==> config.mk <==
export PLATFORM = sky130hd
export DESIGN_NAME = simple_rx
export DESIGN_NICKNAME = d
export VERILOG_FILES = /design/src/rtl/uart_pkg.sv /design/src/rtl/sync2.sv /design/src/rtl/simple_rx.sv
export SDC_FILE = /design/constraint.sdc
export NUM_CORES = 1
export LEC_CHECK = 0
export CORE_MARGIN = 2
export CORE_UTILIZATION = 30
export DETAILED_ROUTE_END_ITERATION = 12
export PLACE_DENSITY = 0.49
export SETUP_SLACK_MARGIN = 0.3
export SLEW_MARGIN = 20
export SYNTH_ARGS = -nofsm -noshare
export SYNTH_HDL_FRONTEND = slang
export SYNTH_SLANG_ARGS = --single-unit
==> constraint.sdc <==
create_clock -name clock_i -period 2.3 [get_ports clock_i]
set_input_delay 0.46 -clock clock_i [delete_from_list [all_inputs] [get_ports clock_i]]
set_output_delay 0.46 -clock clock_i [all_outputs]
set_load 0.005 [all_outputs]
==> src/rtl/uart_pkg.sv <==
// Shared UART definitions: receiver state encoding, frame geometry and bit-timing helper.
package uart_pkg;

    typedef enum logic [2:0] {
        IDLE,
        START,
        DATA,
        STOP,
        BREAK
    } rx_state_t;

    localparam int UART_DATA_BITS  = 8;
    localparam int UART_FRAME_BITS = 10;

    // Offset from a start edge to the middle of the bit.
    function automatic int bit_delay_mid(input int clocks_per_bit);
        return clocks_per_bit / 2;
    endfunction

endpackage

==> src/rtl/sync2.sv <==
// Two-flop synchroniser for a single asynchronous input; reset value is a parameter.
module sync2 #(
    parameter logic RST_VAL = 1'b1
) (
    input  logic clk_i,
    input  logic rst_i,
    input  logic d_i,
    output logic q_o
);

    logic meta_q;
    logic sync_q;

    always_ff @(posedge clk_i or posedge rst_i) begin
        if (rst_i) begin
            meta_q <= RST_VAL;
            sync_q <= RST_VAL;
        end else begin
            meta_q <= d_i;
            sync_q <= meta_q;
        end
    end

    assign q_o = sync_q;

endmodule

==> src/rtl/simple_rx.sv <==
// 8N1 UART receiver with a one-entry valid/ready output buffer.
// Define SIMPLE_RX_ERR_EN to add the frame_err_o / overrun_o pulse outputs.
module simple_rx
    import uart_pkg::*;
#(
    parameter int clocks_per_bit = 16
) (
    input  logic       clock_i,
    input  logic       reset_i,
    input  logic       in_i,
`ifdef SIMPLE_RX_ERR_EN
    output logic       frame_err_o,
    output logic       overrun_o,
`endif
    output logic [7:0] out_o,
    output logic       out_valid_o,
    input  logic       out_ready_i
);

    localparam logic [7:0] DLY_MID_M1 = 8'(bit_delay_mid(clocks_per_bit) - 1);
    localparam logic [7:0] DLY_MAX    = 8'(clocks_per_bit - 1);
    // Wide enough to index every bit position of a frame.
    localparam int         CNT_W      = $clog2(UART_FRAME_BITS + 1);
    localparam logic [CNT_W-1:0] LAST_DATA = CNT_W'(UART_DATA_BITS - 1);

    logic             rxs;
    rx_state_t        state_q;
    logic [7:0]       delay_q;
    logic [CNT_W-1:0] count_q;
    logic [7:0]       shift_q;
    logic [7:0]       out_q;
    logic             out_valid_q;
`ifdef SIMPLE_RX_ERR_EN
    logic             frame_err_q;
    logic             overrun_q;
`endif

    sync2 #(.RST_VAL(1'b1)) u_sync (
        .clk_i (clock_i),
        .rst_i (reset_i),
        .d_i   (in_i),
        .q_o   (rxs)
    );

    always_ff @(posedge clock_i or posedge reset_i) begin
        if (reset_i) begin
            state_q     <= IDLE;
            delay_q     <= '0;
            count_q     <= '0;
            shift_q     <= 8'h00;
            out_q       <= 8'h00;
            out_valid_q <= 1'b0;
`ifdef SIMPLE_RX_ERR_EN
            frame_err_q <= 1'b0;
            overrun_q   <= 1'b0;
`endif
        end else begin
`ifdef SIMPLE_RX_ERR_EN
            frame_err_q <= 1'b0;
            overrun_q   <= 1'b0;
`endif
            // A load in STOP below overrides this clear on a simultaneous handshake.
            if (out_valid_q && out_ready_i) out_valid_q <= 1'b0;

            case (state_q)
                IDLE: begin
                    if (!rxs) begin
                        state_q <= START;
                        delay_q <= '0;
                    end
                end
                START: begin
                    if (delay_q == DLY_MID_M1) begin
                        if (rxs) begin
                            state_q <= IDLE;
                        end else begin
                            state_q <= DATA;
                            delay_q <= '0;
                            count_q <= '0;
                        end
                    end else begin
                        delay_q <= delay_q + 8'd1;
                    end
                end
                DATA: begin
                    if (delay_q == DLY_MAX) begin
                        shift_q <= {rxs, shift_q[7:1]};
                        count_q <= count_q + CNT_W'(1);
                        delay_q <= '0;
                        if (count_q == LAST_DATA) state_q <= STOP;
                    end else begin
                        delay_q <= delay_q + 8'd1;
                    end
                end
                STOP: begin
                    if (delay_q == DLY_MAX) begin
                        delay_q <= '0;
                        if (rxs) begin
                            state_q <= IDLE;
                            if (!out_valid_q || out_ready_i) begin
                                out_q       <= shift_q;
                                out_valid_q <= 1'b1;
                            end
`ifdef SIMPLE_RX_ERR_EN
                            else overrun_q <= 1'b1;
`endif
                        end else begin
                            state_q <= BREAK;
`ifdef SIMPLE_RX_ERR_EN
                            frame_err_q <= 1'b1;
`endif
                        end
                    end else begin
                        delay_q <= delay_q + 8'd1;
                    end
                end
                BREAK: begin
                    if (rxs) state_q <= IDLE;
                end
                default: state_q <= IDLE;
            endcase
        end
    end

    assign out_o       = out_q;
    assign out_valid_o = out_valid_q;
`ifdef SIMPLE_RX_ERR_EN
    assign frame_err_o = frame_err_q;
    assign overrun_o   = overrun_q;
`endif

endmodule

==> metrics.csv <==
metric,value,unit
outcome,"finished, final reports clean",
Crit Path Class,reg -> reg,
Die Area,6060,um2
measured slew at the worst slew-check pin,530,ps
HP Class,reg -> reg,
Worst Min Path Start,u_sync.meta_q,
fillcell total,499,
CP max-delay cell,or4_4,
final hold vios,0,
syn nets,155,
CTS Buffer Depth,2,
WHS Endpoint,u_sync.q_o,
Num CTS Buffers,5,
Post-Synthesis Cells,149,
Congestion Overflow GR,0,
layout cells sized above 1,28.2,%
initial antenna violation count,0,
worst skew pair latency,300,ps
site row count,26,
number of synthesized register bits,34,
Fmax achieved,497,MHz
CTS Hold Bufs,0,
Slew Limit Fails,0,
worst-case reg-to-reg path depth,4,
Worst VDD drop,293,uV
clock share of power,30.5,%
Post-synth EDFFs,0,
startpoint types,flip-flop,
WP data arrival,2240,ps
starting density of the core,31.6,%
reg2reg setup slack,290,ps
via-per-instance ratio,5.11,
Pint,1.04,mW
cell family with most CP delay,simple AND/OR/NAND/NOR gates,
Final Cycle Share,87.5,%
Hold Path Stages,0,
vias in the first global route,1303,
Layout Cells excl Fill,247,
DRT iter0 DRCs,63,
CP bufs+invs,0,
clock transition at the registers of the reported paths,80,ps
Unique masters post-synth,42,
reg2reg start,delay_q[5],
leakage,0.906,nW
root buffer cell,clkbuf_8,
Power per Cell Area,765,nW/um2
largest net degree at the start of global routing,35,
Routed Antenna Nets,0,
Slew HR,64.4,%
FF-to-FF End,state_q[2],
Synth Area in Compound Gates,10.4,%
DR DRC count,0,
Syn-to-layout area delta,23.6,%
top_reg_cell synth,dfrtp_1,
maxcap violations,0,
I/O Pins,13,
DP Cell Count,234,
DR WL/cell,13.8,um
Comb pwr share,24.8,%
GRT Overall Usage,12.9,%
top cell type's share of synthesized area,49.0,%
largest stage delay on the critical path,570,ps
Die X,77.8,um
clock sinks,34,
setup TNS,0,ps
final wirelength,3410,um
Synth Area in Simple Gates,18.6,%
post-synthesis adder-cell area fraction,1.53,%
core area,5170,um2
Post-Synth XOR/XNOR Area,0.536,%
CP Capture Type,flip-flop,
Net Sw Frac,32.7,%
"FFs w/ async S/R, synth",100,%
number of synthesis warnings,0,
syn_area_per_cell,11.0,um2
post-synthesis mux area share,12.2,%
Final Net Count,182,
Max Clock Skew,10.2,ps
chip height,77.8,um
largest cells by area after synthesis,"dfrtp_1 (49%), mux2_2 (11%), nand3_1 (3.7%), dfstp_2 (3.2%), o21ai_0 (2.8%)",
PortBufs,12,
Reg power frac,44.8,%
largest family of logic cells by synthesized area,simple AND/OR/NAND/NOR gates,
Max Fanout on Critical Path,7,
post-DP HPWL,2250,um
NetSw,0.505,mW
top cell types by occurrence after synthesis,"dfrtp_1 (32), mux2_2 (16), nand3_1 (12)",
mapped cell area,1640,um2
first drt pass iteration count,4,
sequential area share after synthesis,52.2,%
TritonCTS clock tree,yes,
vias,1261,
"count leader, synth",dfrtp_1,
CTS H-tree lvls,2,
minimum clock period after layout,2010,ps
# diodes,0,
RSZ-0062 raised after global routing,yes,
worst-path cell chain,or4_4 > a211o_4 > or4b_4 > a21oi_2,
first-pass GRT wire length,6040,um
"Req. time, crit path",2530,ps
cell taking the most area after synthesis,dfrtp_1,
routability cong.,0.860,
final setup fails,0,
==> how the worst max path moves through the flow <==
stage	startpoint	to	slack (ps)	cells after the start
detailed placement	delay_q[4]	state_q[2]	170	4
global route	delay_q[6]	state_q[2]	250	4
floorplan	delay_q[4]	count_q[3]	330	4
CTS	delay_q[4]	state_q[2]	300	4
global placement	delay_q[4]	state_q[2]	220	4
finish	delay_q[5]	state_q[2]	290	4
==> cell usage in the layout (no fill, tap or decap), drive strengths merged, types with 3 or more instances in the layout <==
cell / synthesis / final
nor2: 9 / 9
a21oi: 3 / 3
mux2: 16 / 16
nand2: 9 / 9
o21ai: 9 / 9
buf: 1 / 13
nand4: 4 / 4
clkbuf: 4 / 6
dfrtp: 32 / 32
inv: 10 / 10
nand3: 12 / 12
clkdlybuf4s50: 0 / 12
==> flip-flops by register name, summed over array words and instances, names as in the netlist <==
| signal | flops |
|---|---|
| count_q | 4 |
| delay_q | 8 |
| out_o | 8 |
| out_valid_o | 1 |
| shift_q | 8 |
| state_q | 3 |
| u_sync.meta_q | 1 |
| u_sync.q_o | 1 |
==> per-layer routing <==
layer | global-route usage, % | wire length, um | vias up
met5 | 0 | 0 | -
met4 | 7.14 | 63 | 0
met3 | 3.60 | 116 | 7
met2 | 20.3 | 1600 | 29
met1 | 15.7 | 1630 | 625
li1 | - | - | 600
==> area by class of cell <==
class                   count  area (um2)  share of cell area [%]
clock buffers               6        82.6                    4.08
clock inverters             2        12.5                   0.619
inverters                  10        37.5                    1.86
multi-input cells         100         731                    36.1
flip-flops and latches     34         853                    42.2
well taps                  70        87.6                    4.33
repair buffers             25         218                    10.8
==> power groups by stage <==
stage               sequential, mW  combinational (mW)  clock [mW]
floorplan                    0.694               0.278           0
global placement             0.704               0.364           0
detailed placement           0.704               0.367           0
CTS                          0.692               0.378       0.487
global route                 0.699               0.431       0.516
finish                       0.692               0.383       0.471
==> metrics by stage <==
stage | utilization (%) | hold WS, ps | area, um2 | total power, mW | setup slack [ps]
2_1_floorplan | - | 345 | 1640 | 0.972 | 330
3_3_place_gp | 36.1 | 346 | 1870 | 1.07 | 217
3_5_place_dp | 36.1 | 348 | 1870 | 1.07 | 169
4_1_cts | 38.5 | 358 | 1990 | 1.56 | 298
5_1_grt | 39.1 | 366 | 2020 | 1.65 | 253
6_report | 39.1 | 357 | 2020 | 1.55 | 288
==> worst reg2reg max path: cells and delay by family (launching register included) <==
| family | cells | cell delay, ps |
|---|---|---|
| simple gates | 2 | 1060 |
| compound gates | 2 | 500 |
| flops | 1 | 390 |
==> kinds of logic after synthesis <==
logic type / count (synthesis)
simple gates: 54
buf+inv: 15
fa+ha+maj: 2
flops: 34
xor+xnor: 1
mux: 18
compound gates: 25
==> what timing repair did <==
item	in CTS	in global routing
pin swaps	2	3
gates resized for setup	1	4
setup endpoints to repair	7	10
setup buffers	3	2
(Power assumes the default switching activity.)
